===== config.mk =====
export PLATFORM = sky130hd
export DESIGN_NAME = pulse_stretch
export DESIGN_NICKNAME = d
export VERILOG_FILES = /design/src/rtl/pulse_pkg.sv /design/src/rtl/load_down_counter.sv /design/src/rtl/pulse_stretch.sv
export SDC_FILE = /design/constraint.sdc
export NUM_CORES = 1
export LEC_CHECK = 0
export ABC_AREA = 1
export BUFFER_PORTS_ARGS = -buffer_cell sky130_fd_sc_hd__clkbuf_2
export CAP_MARGIN = 10
export CORE_ASPECT_RATIO = 1.2
export CORE_MARGIN = 3
export CORE_UTILIZATION = 35
export CTS_BUF_LIST = sky130_fd_sc_hd__clkbuf_8
export CTS_CLUSTER_SIZE = 10
export DETAILED_ROUTE_END_ITERATION = 7
export PLACE_DENSITY = 0.62
export SLEW_MARGIN = 25
export SYNTH_ARGS = -nofsm -noshare
export SYNTH_HDL_FRONTEND = slang
export SYNTH_SLANG_ARGS = --single-unit

===== constraint.sdc =====
create_clock -name clk -period 1.99 [get_ports clk]
set_input_delay 0.4975 -clock clk [delete_from_list [all_inputs] [get_ports clk]]
set_output_delay 0.4975 -clock clk [all_outputs]
set_load 0.01 [all_outputs]

===== src/rtl/pulse_pkg.sv =====
// Shared definitions for the pulse stretcher: FSM state encoding and its width.
package pulse_pkg;

  localparam int unsigned StateW = 2;

  typedef enum logic [StateW-1:0] {
    StIdle = 2'd0,
    StHold = 2'd1,
    StGap  = 2'd2
  } state_e;

endpackage


===== src/rtl/load_down_counter.sv =====
// Loadable down-counter that saturates at zero. Load wins over enable.
module load_down_counter #(
  parameter int unsigned W = 8
) (
  input  logic         clk_i,
  input  logic         rst_ni,
  input  logic         load_i,
  input  logic [W-1:0] load_val_i,
  input  logic         en_i,
  output logic         zero_o
);

  logic [W-1:0] count_q, count_d;

  always_comb begin
    count_d = count_q;
    if (load_i) begin
      count_d = load_val_i;
    end else if (en_i && (count_q != '0)) begin
      count_d = count_q - W'(1);
    end
  end

  always_ff @(posedge clk_i or negedge rst_ni) begin
    if (!rst_ni) begin
      count_q <= '0;
    end else begin
      count_q <= count_d;
    end
  end

  assign zero_o = (count_q == '0);

endmodule


===== src/rtl/pulse_stretch.sv =====
// Stretches a one-cycle tick into a len-cycle pulse followed by a guaranteed
// low gap of MIN_LOW cycles. One counter is shared between the pulse and gap.
module pulse_stretch
  import pulse_pkg::*;
#(
  parameter int unsigned W       = 8,
  parameter int unsigned MIN_LOW = 2,
  parameter int unsigned RETRIG  = 0
) (
  input  logic         clk,
  input  logic         reset_n,
  input  logic         tick,
  input  logic [W-1:0] len,
  output logic         level,
  output logic         busy,
  output logic         done,
  output logic         drop
);

  localparam logic [W-1:0] GapLoad = W'(MIN_LOW - 1);

  state_e       state_q;
  logic         level_q, done_q, drop_q;
  logic         accept, reload, hold_end, gap_end, drop_ev;
  logic         cnt_load, cnt_en, cnt_zero;
  logic [W-1:0] cnt_val;

  always_comb begin
    accept   = (state_q == StIdle) && tick && (len != '0);
    reload   = (RETRIG != 0) && (state_q == StHold) && tick && (len != '0);
    hold_end = (state_q == StHold) && !reload && cnt_zero;
    gap_end  = (state_q == StGap) && cnt_zero;
    // Ticks are dropped in GAP and in HOLD unless they retrigger the pulse.
    drop_ev  = tick && (((state_q == StHold) && !reload) || (state_q == StGap));
    cnt_load = accept || reload || hold_end;
    cnt_val  = hold_end ? GapLoad : (len - W'(1));
    cnt_en   = (state_q != StIdle);
  end

  load_down_counter #(
    .W(W)
  ) u_counter (
    .clk_i      (clk),
    .rst_ni     (reset_n),
    .load_i     (cnt_load),
    .load_val_i (cnt_val),
    .en_i       (cnt_en),
    .zero_o     (cnt_zero)
  );

  always_ff @(posedge clk or negedge reset_n) begin
    if (!reset_n) begin
      state_q <= StIdle;
      level_q <= 1'b0;
      done_q  <= 1'b0;
      drop_q  <= 1'b0;
    end else begin
      unique case (state_q)
        StIdle:  if (accept)   state_q <= StHold;
        StHold:  if (hold_end) state_q <= StGap;
        StGap:   if (gap_end)  state_q <= StIdle;
        default: state_q <= StIdle;
      endcase
      level_q <= accept || ((state_q == StHold) && !hold_end);
      done_q  <= hold_end;
      drop_q  <= drop_ev;
    end
  end

  assign level = level_q;
  assign busy  = (state_q != StIdle);
  assign done  = done_q;
  assign drop  = drop_q;

endmodule

After elaboration in Yosys (flattened, before gate mapping)
Index checks and enable logic that the tools add are counted.
W data, S select, Z words.
{"block": "op_classes", "muxes": 7, "n_addsub": 2, "reduce_logical": 18, "n_eq_ne": 5}
{"cell": "$mux W8", "n": 3}
{"cell": "$reduce_bool A8 Y1", "n": 2}
{"cell": "$sub A8 B1 Y8 const B", "n": 2}
{"cell": "$logic_not A8 Y1", "n": 1}
{"cell": "$logic_and A1 B1 Y1", "n": 7}
{"cell": "$mux W2", "n": 3}
{"cell": "$ne A2 B2 Y1 const B", "n": 3}
{"cell": "$pmux W2 S3", "n": 1}
{"cell": "$reduce_bool A2 Y1", "n": 2}
{"cell": "$logic_or A1 B1 Y1", "n": 3}
{"cell": "$reduce_and A3 Y1", "n": 1}
{"cell": "$eq A2 B1 Y1 const B", "n": 1}
{"cell": "$eq A2 B2 Y1 const B", "n": 1}
{"cell": "$logic_not A2 Y1", "n": 1}
{"cell": "$logic_not A1 Y1", "n": 1}
{"block": "totals", "ff_bits": 13, "inputBits": 11, "out_inout_bits": 4}

Logic depth before layout (Yosys ltp)
Gate-level depths: netlist of run 1.
{"block": "logic_depth", "ltp_word": 5, "mapped_depth": 11, "mapped_depth_nobuf": 11}

Cells and area by module
From an unflattened synthesis of run 1, not the netlist that was laid out.
{"block": "unflattened", "hier_cells": 167, "area_unflattened_um2": 1078.5}
{"mod": "load_down_counter", "cells_per_inst": 93, "area_each_um2": 596.8, "instances": 1}
{"mod": "pulse_stretch", "cells_per_inst": 74, "area_each_um2": 481.7, "instances": 1}

Least setup slack after synthesis of run 1
No wires, ideal clock.
{"block": "synth_path", "kind": "input-to-reg", "startpoint": "input len[0]", "endpoint": "register u_counter.count_q[7]", "arrival_ns": 1.383, "cell_stages": 8, "path_buffers": 1, "t_required_ns": 1.873, "setup_slack_ns": 0.489, "cell_sequence": "inv_1 ha_1 nand2_1 o21bai_4 buf_6 nand3_1 nand3_1 nand2_1"}
{"block": "synth_between", "elab_chain_len": 4, "elab_cells_between_ends": 7, "classes_between": "add/sub (1); mux (2); reduce/logical (4)"}
{"element": "start: declaration", "line": "pulse_stretch.sv:13", "source": "input logic [W-1:0] len,"}
{"element": "branches (longest 4 deep; another with $sub A8 B1 Y8)"}
{"element": "end signal: assignment", "line": "load_down_counter.sv:28", "source": "count_q <= count_d;"}
{"element": "end: declaration", "line": "load_down_counter.sv:13", "source": "logic [W-1:0] count_q, count_d;"}
Several ways; the timed one is not identified.
A chain may end at the register's enable or synchronous reset.

Final worst setup path of run 1
{"block": "layout_path", "startpoint": "register u_counter.count_q[1]", "endpoint": "register u_counter.count_q[3]"}
{"block": "layout_between", "elab_chain_len": 4, "elab_cells_between_ends": 10, "classes_between": "add/sub (1); mux (3); reduce/logical (6)"}
{"element": "branches (longest 4 deep; another with $sub A8 B1 Y8)"}
Several ways; the timed one is not identified. The select of a mux whose other input is x is not followed.

==> results.ini, run 1 <==
[sta]
worst_pin_slew_ns = 0.346
setup_tns_ns = 0
slew_headroom = 0.769
grt_setup_unrepaired = no
fmax_mhz = 596
min_period_ns = 1.68
finalCritPeriodShare = 0.842
finalClockSkew_ns = 0.00421
fin_ws_ns = 0.313
maxSlewViolCount = 0
hold_viol = 0
finalSetupViolCount = 0

[route]
wl_met2_um = 1420
wl_met3_um = 53
drt-initial-drc-count = 40
wire_per_inst_um = 11.4
wl_met1_um = 992
top_layer = met4
drc = 0
vias_per_cell = 4.90
vias = 1069
firstDrtPassIters = 4
ant_nets = 0
routed_wl_um = 2490

[critical_path]
critical_path.startpoint = u_counter.count_q[1]$_DFFE_PN0P_
rrSetupSlack_ns = 0.31
r2r-start = u_counter.count_q[1]$_DFFE_PN0P_
path_class = reg -> reg
worst_ep_arrival_time_ns = 1.81
worstRegToRegCells = 9
required_ns = 2.12
reg2reg_to = u_counter.count_q[3]$_DFFE_PN0P_
critPathLaunchType = flip-flop
end_kind = flip-flop
critical_path.max_fanout = 12

[pwr]
pwr-share-seq = 0.274
p_switching_w = 0.000870
p_total_w = 0.00178
combPwrFrac = 0.592
pwr-share-clk = 0.134
p_int_w = 0.000906
p_leak_nw = 0.732
p_sw_frac = 0.490
power_per_cell_area_nw_per_um2 = 1400
ir_drop_mv = 0.677

[clocking]
cts_root_buffer = clkbuf_8
clock-sinks = 13
numCtsBuffers = 3
tritoncts = yes
htreeDepth = 1
cts_max_path_buffers = 2
cts_setup_buffers = 0
cts-resized-gates = 0
clkLatencyLatePin_ns = 0.25
clkTransAtPathRegs_ns = 0.06
postCtsHoldBufs = 0

[global_routing]
grt_usage = 0.141
grt_pass1_wl_um = 4320
overflow = 0
antenna_found_initial = 0
grt_max_degree = 14
grt_pass1_vias = 1051

[logic_synthesis]
yosysSeqAreaShare = 0.288
syn-num-nets = 186
syn_avg_cell_area_sq_um = 6.77
yosys_warnings = 0
synth_area_sq_um = 1130
ys_ff_latch = 13
netlist_instances = 167
ys_types = 21

[layout]
antenna_cells = 0
fin_cells = 218
drive_above_1_share = 0.174
fin_nets = 204
fill_cells = 323
layout-area-overhead-vs-synth_pct = 12.6

[placed_design]
hpwlAfterDp_um = 2120
dpl.cell_count = 214
gp_congestion = 0.873
post-place-ws_ns = 0.200
portBuffers = 14

[floorplanning]
die-area_sq_um = 3950
die_h_um = 68.2
initial_utilization = 0.384
rows = 21
die_x_um = 57.9
core-area_sq_um = 2940
ios = 15

[run_status]
status = finished, final reports clean

[job]
max-cap-violations = 0

[min_path]
hold_path_class = in -> async

per-layer routing:
layer	up-vias	global-route usage
met5	-	0
met4	0	0.0435
met3	3	0.0208
met2	11	0.287
met1	501	0.145
li1	554	-
layout by cell type (no fill, tap or decap):
cell / instances
nand2_1: 64
nand2_2: 3
clkbuf_2: 14
dfrtp_1: 13
inv_1: 23
nand3_2: 1
nand3b_1: 1
o21ai_0: 3
inv_2: 2
buf_4: 1
ha_1: 8
xor2_1: 4
nor3_2: 1
nand3_4: 1
o21bai_4: 1
nor2_2: 1
clkbuf_8: 3
o21ai_1: 2
nand4_1: 5
clkinv_2: 1
nor2_4: 3
nor2_1: 10
nand3_1: 19
Yosys cell counts:
master / count / area share
buf_6: 2 / 0.020
clkinv_2: 1 / 0.0044
dfrtp_1: 13 / 0.29
ha_1: 8 / 0.089
inv_1: 22 / 0.073
inv_2: 2 / 0.0066
nand2_1: 64 / 0.21
nand2_2: 3 / 0.017
nand3_1: 19 / 0.084
nand3_2: 1 / 0.0089
nand3_4: 1 / 0.016
nand3b_1: 1 / 0.0066
nand4_1: 5 / 0.028
nor2_1: 10 / 0.033
nor2_2: 1 / 0.0055
nor2_4: 3 / 0.030
nor3_2: 1 / 0.0089
o21ai_0: 3 / 0.013
o21ai_1: 2 / 0.0089
o21bai_4: 1 / 0.017
xor2_1: 4 / 0.031
registers in the layout (all words and copies together), names as in the netlist:
| register | flops |
|---|---|
| drop | 1 |
| u_counter.count_q | 8 |
| done | 1 |
| level | 1 |
| state_q | 2 |
kinds of logic (layout without fill, tap and decap cells):
group | Yosys count | in the layout | share of synthesized area
AO/OA/AOI/OAI | 6 | 6 | 0.0388
XOR/XNOR | 4 | 4 | 0.0310
adder cells (fa/ha/maj) | 8 | 8 | 0.0886
buffers and inverters | 27 | 44 | 0.104
flip-flops | 13 | 13 | 0.288
AND/OR/NAND/NOR | 109 | 109 | 0.450
power by group through the flow:
| stage | Clock, W | Sequential, W | Combinational [W] |
|---|---|---|---|
| finish | 0.000237 | 0.000487 | 0.00105 |
| global route | 0.000254 | 0.000505 | 0.00121 |
| CTS | 0.000245 | 0.000488 | 0.00107 |
| detailed placement | 0 | 0.000492 | 0.00106 |
| global placement | 0 | 0.000492 | 0.00104 |
| floorplan | 0 | 0.000476 | 0.000804 |
how the worst max path moves through the flow:
stage | to | cells after the start
floorplan | u_counter.count_q[7]$_DFFE_PN0P_ | 8
global placement | state_q[1]$_DFFE_PN0P_ | 9
detailed placement | state_q[1]$_DFFE_PN0P_ | 9
CTS | u_counter.count_q[3]$_DFFE_PN0P_ | 9
global route | u_counter.count_q[3]$_DFFE_PN0P_ | 9
finish | u_counter.count_q[3]$_DFFE_PN0P_ | 9
stage by stage:
step	cell area (sq um)	hold WS (ns)	utilization
floorplan	1130	0.202	-
global placement	1230	0.407	0.417
detailed placement	1230	0.414	0.417
CTS	1270	0.149	0.432
global route	1270	0.158	0.432
finish	1270	0.130	0.432
cell type report:
| type | count | area (sq um) | area share |
|---|---|---|---|
| clock buffer | 3 | 41.3 | 0.0324 |
| clock inverter | 1 | 3.75 | 0.00295 |
| inverter | 25 | 95.1 | 0.0747 |
| multi-input combinational | 127 | 687 | 0.540 |
| sequential | 13 | 325 | 0.256 |
| tap | 34 | 42.5 | 0.0334 |
| timing repair buffer | 15 | 77.6 | 0.0610 |
critical path, cell delays in order (launching register included):
cell and delay, ns:
dfrtp_1 0.40, inv_1 0.10, ha_1 0.14, inv_1 0.04, nor3_2 0.15, nand3_2 0.27
nand3_4 0.20, clkinv_2 0.12, nand2_1 0.07, nand2_1 0.06
(Power assumes the default switching activity.)
==> inputs of run 2 (changes only) <==
==> constraint.sdc (replaced) <==
create_clock -name clk -period 1.7 [get_ports clk]
set_input_delay 0.425 -clock clk [delete_from_list [all_inputs] [get_ports clk]]
set_output_delay 0.425 -clock clk [all_outputs]
set_load 0.01 [all_outputs]
==> results.ini, run 2 (synthesis results as in run 1) <==
[run_status]
status = finished, final reports clean  ; unchanged

[pwr]
combPwrFrac = 0.637  ; was 0.592
ir_drop_mv = 1.02  ; was 0.677 mV
pwr-share-seq = 0.246  ; was 0.274
p_int_w = 0.00117  ; was 0.000906 W
power_per_cell_area_nw_per_um2 = 1660  ; was 1400 nW/um^2
pwr-share-clk = 0.117  ; was 0.134
p_sw_frac = 0.493  ; was 0.490
p_switching_w = 0.00114  ; was 0.000870 W
p_leak_nw = 0.770  ; was 0.732 nW

[layout]
layout-area-overhead-vs-synth_pct = 22.4  ; was 12.6%
top_register = u_counter.count_q  ; unchanged
drive_above_1_share = 0.267  ; was 0.174
final_common_cell = nand2_1  ; unchanged
antenna_cells = 0  ; unchanged
fin_nets = 211  ; was 204
largest_reg_flops = 8  ; unchanged
reg_top3 = u_counter.count_q (8), state_q (2)  ; unchanged
fin_cells = 225  ; was 218
mostFrequentLayoutCells = 61 x nand2_1, 21 x inv_1, 15 x nand3_1, 14 x clkbuf_2, 13 x dfrtp_1  ; was 64 x nand2_1, 23 x inv_1, 19 x nand3_1, 14 x clkbuf_2, 13 x dfrtp_1

[critical_path]
end_kind = flip-flop  ; unchanged
worstRegToRegCells = 8  ; was 9
crit_chain = inv_1 > ha_1 > nand2_1 > o21bai_4 > buf_4 > o21ai_1 > nand2_2 > nand2_1  ; was inv_1 > ha_1 > inv_1 > nor3_2 > nand3_2 > nand3_4 > clkinv_2 > nand2_1 > nand2_1
slowest_delay_ns = 0.40  ; about the same
critical_path.max_fanout = 6  ; was 12
crit_path_frequent_cell = nand2_1
worst-path-buf-inv = 2  ; was 3
critPathLaunchType = flip-flop  ; unchanged
path_class = reg -> reg  ; unchanged
worst_ep_arrival_time_ns = 1.82  ; was 1.81 ns
path_depth = 8  ; was 9
required_ns = 1.88  ; was 2.12 ns
crit_family = compound AO/OA/AOI/OAI gates  ; was simple AND/OR/NAND/NOR gates
slowest_stage = dfrtp_1  ; unchanged

[route]
ant_nets = 0  ; unchanged
drt-initial-drc-count = 33  ; was 40
drc = 0  ; unchanged
wire_per_inst_um = 13.0  ; was 11.4 um
routed_wl_um = 2930  ; was 2490 um
vias_per_cell = 5.11  ; was 4.90
vias = 1149  ; was 1,069
firstDrtPassIters = 4  ; unchanged

[sta]
min_period_ns = 1.64  ; was 1.68 ns
slew_headroom = 0.771  ; was 0.769
finalCritPeriodShare = 0.963  ; was 0.842
fin_hold_ws_ns = 0.0711  ; was 0.130 ns
fmax_mhz = 611  ; was 596 MHz
finalClockSkew_ns = 0.00571  ; was 0.00421 ns
hold_viol = 0  ; unchanged
worst_pin_slew_ns = 0.344  ; was 0.346 ns
maxSlewViolCount = 0  ; unchanged
finalSetupViolCount = 0  ; unchanged
setup_tns_ns = 0  ; unchanged

[clocking]
clock-sinks = 13  ; unchanged
tritoncts = yes  ; unchanged
clkTransAtPathRegs_ns = 0.06  ; about the same
htreeDepth = 1  ; unchanged
postCtsHoldBufs = 0  ; unchanged
cts_root_buffer = clkbuf_8  ; unchanged
cts_max_path_buffers = 2  ; unchanged
clkLatencyLatePin_ns = 0.24  ; was 0.25 ns
numCtsBuffers = 3  ; unchanged

[floorplanning]
die-area_sq_um = 3950  ; unchanged
die_h_um = 68.2  ; unchanged
ios = 15  ; unchanged
initial_utilization = 0.384  ; unchanged
die_x_um = 57.9  ; unchanged
core-area_sq_um = 2940  ; unchanged
rows = 21  ; unchanged

[global_routing]
antenna_found_initial = 0  ; unchanged
grt_pass1_wl_um = 4640  ; was 4320 um
overflow = 0  ; unchanged
grt_max_degree = 14  ; unchanged
grt_pass1_vias = 1079  ; was 1,051
grt_usage = 0.155  ; was 0.141

[job]
max-cap-violations = 0  ; unchanged

[placed_design]
gp_congestion = 0.944  ; was 0.873
hpwlAfterDp_um = 2200  ; was 2120 um
dpl.cell_count = 218  ; was 214
portBuffers = 14  ; unchanged

[min_path]
hold_path_class = in -> async  ; unchanged

## run 2: layout make-up
| cell class | instances | area (sq um) |
|---|---|---|
| timing repair buffer | 21 | 126 |
| clock buffer | 3 | 41.3 |
| tap | 34 | 42.5 |
| sequential | 13 | 325 |
| multi-input combinational | 128 | 748 |
| clock inverter | 1 | 3.75 |
| fill | 302 | 1560 |
| inverter | 25 | 95.1 |
## run 2: per-layer routing
metal | up-vias | track usage | share of wire
met5 | - | 0 | 0
met4 | 0 | 0.0609 | 0.0085
met3 | 4 | 0.0245 | 0.043
met2 | 27 | 0.288 | 0.55
met1 | 547 | 0.176 | 0.40
li1 | 571 | - | -
## run 2: final timing paths
kind	from	endpoint	slack, ns
hold / removal	reset_n	u_counter.count_q[0]$_DFFE_PN0P_	0.07
max in group asynchronous	reset_n	u_counter.count_q[6]$_DFFE_PN0P_	1.37
setup / recovery	state_q[1]$_DFFE_PN0P_	u_counter.count_q[4]$_DFFE_PN0P_	0.06
min in group clk	tick	drop$_DFF_PN0_	0.41
hold reg to reg	state_q[0]$_DFFE_PN0P_	state_q[0]$_DFFE_PN0P_	0.52
setup reg to reg	state_q[1]$_DFFE_PN0P_	u_counter.count_q[4]$_DFFE_PN0P_	0.06
## run 2: worst register-to-register path, cell delays in order, from the launching register on
cell	delay [ns]
dfrtp_1	0.40
inv_1	0.11
ha_1	0.20
nand2_1	0.14
o21bai_4	0.24
buf_4	0.17
o21ai_1	0.17
nand2_2	0.08
nand2_1	0.06
## run 2: timing repair
action,in CTS,in global routing
buffers inserted,0,1
gates resized for setup,0,16
setup endpoints to repair,0,6
## run 2: metrics by stage
| step | utilization | worst slack (ns) | power (W) | instance area, sq um |
|---|---|---|---|---|
| 2_1_floorplan | - | 0.270 | 0.00150 | 1130 |
| 3_3_place_gp | 0.427 | 0.131 | 0.00185 | 1260 |
| 3_5_place_dp | 0.427 | 0.0794 | 0.00187 | 1260 |
| 4_1_cts | 0.443 | 0.100 | 0.00215 | 1300 |
| 5_1_grt | 0.470 | -0.0494 | 0.00254 | 1380 |
| 6_report | 0.470 | 0.0623 | 0.00230 | 1380 |
## run 2: power by group through the flow
stage | clock, W | combinational (W) | sequential, W
2_1_floorplan | 0 | 0.000942 | 0.000558
3_3_place_gp | 0 | 0.00128 | 0.000563
3_5_place_dp | 0 | 0.00130 | 0.000564
4_1_cts | 0.000275 | 0.00131 | 0.000560
5_1_grt | 0.000289 | 0.00167 | 0.000582
6_report | 0.000269 | 0.00147 | 0.000565
